File: src/rtl/fft_axis_out_ctrl.sv
// Readout sequencer: FFT result memory -> word buffer -> beat FIFO -> one AXI-Stream packet per frame.
// Latency start_i -> first tvalid 4 cycles; reads are throttled so FIFO + buffer never overflow under backpressure.
module fft_axis_out_ctrl #(
    parameter int VLW_WDT           = 64,
    parameter int M_TDATA_WDT       = 32,
    parameter int C_FFT_SIZE_LOG2   = 12,
    parameter int M_FIFO_SIZE       = 16,
    parameter int OUTPUT_MEM_OFFSET = 0
) (
    input  logic                       clk,
    input  logic                       rst_n,
    input  logic                       start_i,
    output logic                       busy_o,
    output logic                       done_o,
    output logic                       mem_rd_en_o,
    output logic [C_FFT_SIZE_LOG2-1:0] mem_rd_addr_o,
    input  logic [VLW_WDT-1:0]         mem_rd_data_i,
    output logic [M_TDATA_WDT-1:0]     m_axis_tdata,
    output logic                       m_axis_tvalid,
    input  logic                       m_axis_tready,
    output logic                       m_axis_tlast
);
    localparam int BEATS        = VLW_WDT / M_TDATA_WDT;
    localparam int FFT_MEM_SIZE = 2 ** C_FFT_SIZE_LOG2;
    localparam int M_PACKET_CNT = FFT_MEM_SIZE * BEATS;
    localparam int PW           = $clog2(M_FIFO_SIZE);
    localparam int CW           = PW + 1;
    localparam int BW           = $clog2(BEATS + 1);
    localparam int KW           = $clog2(M_PACKET_CNT);

    localparam logic [C_FFT_SIZE_LOG2-1:0] ADDR_OFFS =
        C_FFT_SIZE_LOG2'(OUTPUT_MEM_OFFSET % FFT_MEM_SIZE);
    localparam logic [CW:0]   OCC_MAX   = (CW+1)'(M_FIFO_SIZE - BEATS);
    localparam logic [KW-1:0] LAST_BEAT = KW'(M_PACKET_CNT - 1);

    typedef enum logic [1:0] {S_IDLE, S_READ, S_DRAIN} state_t;

    state_t                     r_state, w_state_nxt;
    logic [C_FFT_SIZE_LOG2-1:0] r_word_cnt;
    logic                       r_rd_pend;
    logic [VLW_WDT-1:0]         r_buf;
    logic [BW-1:0]              r_buf_cnt;
    logic [KW-1:0]              r_beat_cnt;
    logic [M_TDATA_WDT:0]       r_fifo_mem [M_FIFO_SIZE];
    logic [PW-1:0]              r_wr_ptr, r_rd_ptr;
    logic [CW-1:0]              r_fifo_cnt;
    logic                       r_done;

    logic        w_fifo_full, w_fifo_empty, w_push, w_pop, w_buf_free, w_rd_issue;
    logic        w_start, w_last_word, w_last_pop;
    logic [CW:0] w_occ;

    assign w_fifo_full  = (r_fifo_cnt == CW'(M_FIFO_SIZE));
    assign w_fifo_empty = (r_fifo_cnt == '0);
    assign w_push       = (r_buf_cnt != '0) && !w_fifo_full;
    assign w_pop        = !w_fifo_empty && m_axis_tready;
    assign w_last_pop   = w_pop && m_axis_tlast;
    assign w_start      = (r_state == S_IDLE) && start_i;
    assign w_last_word  = (r_word_cnt == '1);

    // A new word may land only when the buffer is empty by capture time and the FIFO has room for all of it.
    assign w_occ      = {1'b0, r_fifo_cnt} + (CW+1)'(r_buf_cnt);
    assign w_buf_free = (r_buf_cnt == '0) || ((r_buf_cnt == BW'(1)) && w_push);
    assign w_rd_issue = (r_state == S_READ) && !r_rd_pend && w_buf_free && (w_occ <= OCC_MAX);

    always_comb begin
        w_state_nxt = r_state;
        case (r_state)
            S_IDLE:  if (start_i) w_state_nxt = S_READ;
            S_READ:  if (w_rd_issue && w_last_word) w_state_nxt = S_DRAIN;
            S_DRAIN: if (w_last_pop) w_state_nxt = S_IDLE;
            default: w_state_nxt = S_IDLE;
        endcase
    end

    always_ff @(posedge clk or negedge rst_n) begin
        if (!rst_n) begin
            r_state    <= S_IDLE;
            r_done     <= 1'b0;
            r_word_cnt <= '0;
            r_rd_pend  <= 1'b0;
            r_buf      <= '0;
            r_buf_cnt  <= '0;
            r_beat_cnt <= '0;
        end else begin
            r_state   <= w_state_nxt;
            r_done    <= (r_state == S_DRAIN) && w_last_pop;
            r_rd_pend <= w_rd_issue;

            if (w_start)
                r_word_cnt <= '0;
            else if (w_rd_issue)
                r_word_cnt <= r_word_cnt + C_FFT_SIZE_LOG2'(1);

            if (r_rd_pend) begin
                r_buf     <= mem_rd_data_i;
                r_buf_cnt <= BW'(BEATS);
            end else if (w_push) begin
                r_buf     <= r_buf << M_TDATA_WDT;
                r_buf_cnt <= r_buf_cnt - BW'(1);
            end

            if (w_start)
                r_beat_cnt <= '0;
            else if (w_push)
                r_beat_cnt <= r_beat_cnt + KW'(1);
        end
    end

    always_ff @(posedge clk or negedge rst_n) begin
        if (!rst_n) begin
            for (int i = 0; i < M_FIFO_SIZE; i++) r_fifo_mem[i] <= '0;
            r_wr_ptr   <= '0;
            r_rd_ptr   <= '0;
            r_fifo_cnt <= '0;
        end else begin
            if (w_push) begin
                r_fifo_mem[r_wr_ptr] <= {(r_beat_cnt == LAST_BEAT), r_buf[VLW_WDT-1 -: M_TDATA_WDT]};
                r_wr_ptr             <= r_wr_ptr + PW'(1);
            end
            if (w_pop)
                r_rd_ptr <= r_rd_ptr + PW'(1);
            case ({w_push, w_pop})
                2'b10:   r_fifo_cnt <= r_fifo_cnt + CW'(1);
                2'b01:   r_fifo_cnt <= r_fifo_cnt - CW'(1);
                default: r_fifo_cnt <= r_fifo_cnt;
            endcase
        end
    end

    assign busy_o        = (r_state != S_IDLE);
    assign done_o        = r_done;
    assign mem_rd_en_o   = w_rd_issue;
    assign mem_rd_addr_o = w_rd_issue ? (ADDR_OFFS + r_word_cnt) : '0;
    assign m_axis_tvalid = !w_fifo_empty;
    assign {m_axis_tlast, m_axis_tdata} = r_fifo_mem[r_rd_ptr];

endmodule
File: config.mk
export PLATFORM = sky130hd
export DESIGN_NAME = fft_axis_out_ctrl
export DESIGN_NICKNAME = d
export VERILOG_FILES = /design/src/rtl/fft_axis_out_ctrl.sv
export SDC_FILE = /design/constraint.sdc
export NUM_CORES = 1
export LEC_CHECK = 0
export ABC_AREA = 1
export BUFFER_PORTS_ARGS = -buffer_cell sky130_fd_sc_hd__clkbuf_2
export CAP_MARGIN = 20
export CORE_ASPECT_RATIO = 0.6
export CORE_MARGIN = 1
export CORE_UTILIZATION = 50
export CTS_CLUSTER_DIAMETER = 30
export DETAILED_ROUTE_END_ITERATION = 10
export GPL_TIMING_DRIVEN = 0
export PLACE_DENSITY = 0.78
export REMOVE_ABC_BUFFERS = 1
export SYNTH_ARGS = -nofsm -noshare
export SYNTH_HDL_FRONTEND = slang
export SYNTH_SLANG_ARGS = --single-unit
File: constraint.sdc
create_clock -name clk -period 2.2 [get_ports clk]
set_input_delay 0.11 -clock clk [delete_from_list [all_inputs] [get_ports clk]]
set_output_delay 0.11 -clock clk [all_outputs]
set_load 0.02 [all_outputs]
==> impl_results.md, run 1 <==
* TritonCTS Sinks at 636
* Ys Warns at 0
* Overall Global Routing Usage at 77.8%
* Area post-placement at 0.0303 mm^2
* Exit stage: global routing (5_1_grt)
* Routability cong. at 0.804
* Gr ovfl total at 10
* Syn Std Cell Area at 0.0292 mm^2
* Library cells used by synthesis at 42
* Clk buf depth at 3
* I/O Buffers at 116
* FFs w/ async S/R, synth at 100%
* Mean Syn Cell Area at 8.90 um^2
* I/O pin cnt at 117
* Post-Syn Instances at 3274
* Pin count of the biggest net entering global routing at 111
* Mux contribution to synthesized area at 0%
* Outcome: stopped before the end
* Xor and xnor area share after synthesis at 0.541%
* Num CTS Buffers at 99
* Initial antenna violation count at 31
* H-tree depth at 3
* Post-synth top area share at 54.6%
* GR repair worst EP: m_axis_tdata[13]
* Dpl hpwl at 45900 um
* Initial Utilization at 50.7%
* Setup WS pre-CTS at -1.74 ns
* Number of flops mapped to enable cells by yosys at 0
* Site Rows at 68
* Post-synth top cells: nand2_1 (678), o21ai_0 (652), dfrtp_1 (636), nor2_1 (309), clkbuf_1 (145)
* Top-count cell post-synth: nand2_1
* Synth Area in Adders at 0.781%
* Worst ep type: top-level output
* Clk root buf: clkbuf_16
* Seq/Total Area, Yosys at 54.6%
* Die Wd at 314 um
* Largest family of logic cells by synthesized area: compound AO/OA/AOI/OAI gates
* Synth Area in Compound Gates at 20.4%
* Area leader, netlist: dfrtp_1
* Register bit count reported by yosys at 636
* Die outline height at 189 um
* Synth Area in Simple Gates at 16.7%
* Synth area leaders: dfrtp_1 (55%), o21ai_0 (11%), nand2_1 (8.7%)
* Run Error: [ERROR GRT-0232] Routing congestion too high. Check the congestion heatmap in the GUI.
* Post-synth top flop: dfrtp_1
* Dpl cells at 3932
cells by family after synthesis:
family	after synthesis
xor+xnor	18
fa+ha+maj	17
simple gates	1185
compound gates	1020
buf+inv	398
flops	636
per-stage QoR:
stage | hold slack (ns) | TNS [ns]
2_1_floorplan | -0.186 | -613.46
3_5_place_dp | 0.104 | -501.86
4_1_cts | 0.194 | -115.94
3_3_place_gp | 0.326 | -
repair_timing:
action | CTS
buffers inserted | 83
cloned | 68
pin swaps | 162
gates resized for setup | 496
setup endpoints to repair | 644
hold buffers | 70
endpoints found under the hold margin | 208
per-layer routing:
metal,overflow,track usage [%]
met5,0,65.3
met3,1,75.8
met4,5,71.7
met2,1,86.3
met1,3,75.3
==> run 2: changes to the inputs <==
--- a/config.mk
+++ b/config.mk
@@ -8,13 +8,11 @@
 export ABC_AREA = 1
 export BUFFER_PORTS_ARGS = -buffer_cell sky130_fd_sc_hd__clkbuf_2
 export CAP_MARGIN = 20
-export CORE_ASPECT_RATIO = 0.6
 export CORE_MARGIN = 1
-export CORE_UTILIZATION = 50
-export CTS_CLUSTER_DIAMETER = 30
+export CORE_UTILIZATION = 35
 export DETAILED_ROUTE_END_ITERATION = 10
 export GPL_TIMING_DRIVEN = 0
-export PLACE_DENSITY = 0.78
+export PLACE_DENSITY_LB_ADDON = 0.15
 export REMOVE_ABC_BUFFERS = 1
 export SYNTH_ARGS = -nofsm -noshare
 export SYNTH_HDL_FRONTEND = slang
==> constraint.sdc (replaced) <==
create_clock -name clk -period 2.9 [get_ports clk]
set_input_delay 0.145 -clock clk [delete_from_list [all_inputs] [get_ports clk]]
set_output_delay 0.145 -clock clk [all_outputs]
set_load 0.02 [all_outputs]
==> impl_results.md, run 2 <==
* Max VDD drop at 0.530 mV
* Synth area leaders: dfrtp_1 (55%), o21ai_0 (11%), nand2_1 (8.7%)
* Gr ovfl total at 0
* Setup Viol. Count Final at 0
* Fraction of layout instances using a drive strength above 1 at 13.4%
* Startpoint types: flop
* Outcome: complete, no violations
* Dpl cells at 4242 (+7.9%)
* Antenna diode count at 0
* Number of flops mapped to enable cells by yosys at 0 (unchanged)
* Tcrit/Tclk final at 95.0%
* DRC at 0
* Net switching power at 17700 uW
* Clk_skew at 0.0234 ns
* Worst-margin pin slew at 1.10 ns
* RSZ-0062 raised after global routing: yes
* Die outline height at 291 um (+54%)
* Reg-to-reg startpoint: r_rd_pend$_DFF_PN0_
* Area leader, netlist: dfrtp_1
* Setup WS pre-CTS at -0.472 ns (+1.26 ns)
* Drt wl/cell at 21.0 um
* Initial DRC Count at 2534
* Post-synth top area share at 54.6% (unchanged)
* Num CTS Buffers at 75 (-24%)
* Number of global-route vias before repair at 23700
* Mean Syn Cell Area at 8.90 um^2 (unchanged)
* Max Freq at 363 MHz
* Worst-path clk slew at 0.06 ns
* Fin nets at 3454
* Post-synth top cells: nand2_1 (678), o21ai_0 (652), dfrtp_1 (636), nor2_1 (309), clkbuf_1 (145)
* DR WL met3 at 6270 um
* Die Wd at 291 um (-7.4%)
* Ys Warns at 0 (unchanged)
* Comb power frac at 44.2%
* Library cells used by synthesis at 42 (unchanged)
* Power density over the cells at 1190 mW/mm^2
* Dpl hpwl at 50800 um (+11%)
* Sequential Power Share at 32.9%
* Final WL at 94600 um
* Total number of vias at 24500
* Crit path required time at 3.40 ns
* Area delta synth->final at 20.0%
* Post-Syn Instances at 3274 (unchanged)
* Met2 Wirelength at 42000 um
* I/O Buffers at 116 (unchanged)
* Clk_lat worst skew at 0.62 ns
* Max reg flops at 528
* Pin count of the biggest net entering global routing at 108
* Max-cap viol count at 0
* Site Rows at 105 (+54%)
* Hold Fails Final Rpt at 0
* Antenna-violating nets left at 0
* Commonest non-fill, non-tap cell in the layout: nand2_1
* Relative max-transition margin at 26.8%
* I/O pin cnt at 117 (unchanged)
* Most frequent cells in the layout: nand2_1 (673), o21ai_0 (652), dfrtp_1 (630)
* Die area at 0.0844 mm^2
* Initial antenna violation count at 0
* Clk buf depth at 3 (unchanged)
* Seq/Total Area, Yosys at 54.6% (unchanged)
* Crit end category: flop
* FFs w/ async S/R, synth at 100% (unchanged)
* Fin cells at 4493
* Tmin final at 2.75 ns
* M1 WL at 43500 um
* Arrival time at the worst endpoint at 3.25 ns
* Final worst setup slack at 0.146 ns
* H-tree depth at 3 (unchanged)
* Crit Path Max Fanout at 29
* Fillers at 7947
* Initial Utilization at 35.4% (-15 points)
* Final Max Slew Viols at 0
* Register with the most flip-flops: r_fifo_mem
* Clock share of power at 22.9%
* Switch share at 42.5%
* Cell Int Power at 23800 uW
* First-pass GRT wire length at 143000 um
* Worst min-delay path category: in -> async
* Register bit count reported by yosys at 636 (unchanged)
* TritonCTS clock tree: yes
* Routability cong. at 0.775 (-3.6%)
* Regs by FF count: r_fifo_mem x528, r_buf x64, r_beat_cnt x13
* TritonRoute pass-1 iters at 6
* Leakage at 0.0156 uW
* Clk root buf: clkbuf_16
* Crit path kind: reg -> reg
* Crit path launch: r_rd_pend$_DFF_PN0_
* Syn Std Cell Area at 0.0292 mm^2 (unchanged)
* Overall Global Routing Usage at 21.8%
* Core ar. at 0.0822 mm^2
* Vias per inst at 5.45
* Post-synth top flop: dfrtp_1
* Top-count cell post-synth: nand2_1
* TritonCTS Sinks at 636 (unchanged)
* DR top layer: met4
-- run 2: cells by family after synthesis --
family | share of synthesized area, %
DFF | 54.6
adders and majority gates | 0.781
AOI/OAI and AO/OA | 20.4
xor gates and xnor gates | 0.541
and+or+nand+nor | 16.7
buffers and inverters | 6.93
-- run 2: what timing repair did --
action / 4_1_cts / 5_1_grt
endpoints found under the setup margin: 321 / 55
endpoints found under the hold margin: 265 / 1
setup buffers: 23 / 10
pin swaps: 14 / 6
gates cloned: 12 / 7
resized for setup: 20 / 30
hold buffers: 66 / 1
-- run 2: metrics by stage --
| step | hold slack [ns] | power [uW] | setup TNS (ns) | cell area [um^2] | util (%) |
|---|---|---|---|---|---|
| 6_report | 0.0486 | 41500 | 0 | 35000 | 42.5 |
| 5_1_grt | 0.0531 | 44300 | -0.448 | 35000 | 42.5 |
| 3_5_place_dp | 0.115 | 30200 | -66.05 | 30900 | 37.6 |
| 2_1_floorplan | -0.151 | 23100 | -327.00 | 27600 | - |
| 4_1_cts | 0.0187 | 41200 | 0 | 34600 | 42.1 |
| 3_3_place_gp | 0.348 | 26200 | - | 29500 | 35.8 |
-- run 2: final timing paths --
check	slack [ns]	endpoint	cells after the start
max in group asynchronous	0.91	r_fifo_mem[28]$_DFFE_PN0P_	5
worst min-delay path	0.05	r_fifo_mem[265]$_DFFE_PN0P_	2
worst max register to register	0.15	r_buf[6]$_DFFE_PN0P_	6
worst max-delay path	0.15	r_buf[6]$_DFFE_PN0P_	6
worst min register to register	0.47	r_buf[31]$_DFFE_PN0P_	2
min in group clk	0.28	r_buf[31]$_DFFE_PN0P_	4
-- run 2: critical path, stage by stage, from the launching register on --
cell,delay (ns)
dfrtp_4,0.74
clkinv_4,0.38
buf_12,0.29
nand2_2,0.38
inv_2,0.27
buf_12,0.24
a22o_1,0.22
-- run 2: power groups by stage --
stage,clock network [uW],logic (uW),registers [uW]
after floorplan,0,9370,13700
after global placement,0,11800,14400
after detailed placement,0,16200,14000
after CTS,9770,17800,13600
after global routing,10100,20200,14000
final,9510,18300,13600
-- run 2: layout make-up --
cell class              instances  area [um^2]  area share [%]
clock buffers                 114         2230            6.36
clock inverters                17          244           0.698
inverters                     114          515            1.47
multi-input cells            2243        11300            32.4
flip-flops and latches        636        15900            45.6
well taps                    1070         1340            3.83
repair buffers                296         3360            9.62
repair inverters                3         26.3          0.0751
-- run 2: metal layers --
layer  up-vias  global-route usage (%)
met4         0                    6.68
met5         -                       0
met2       924                    33.6
met3       139                    3.13
li1      11300                       -
met1     12100                    31.7
No activity file was read; power rests on OpenSTA's default activity.
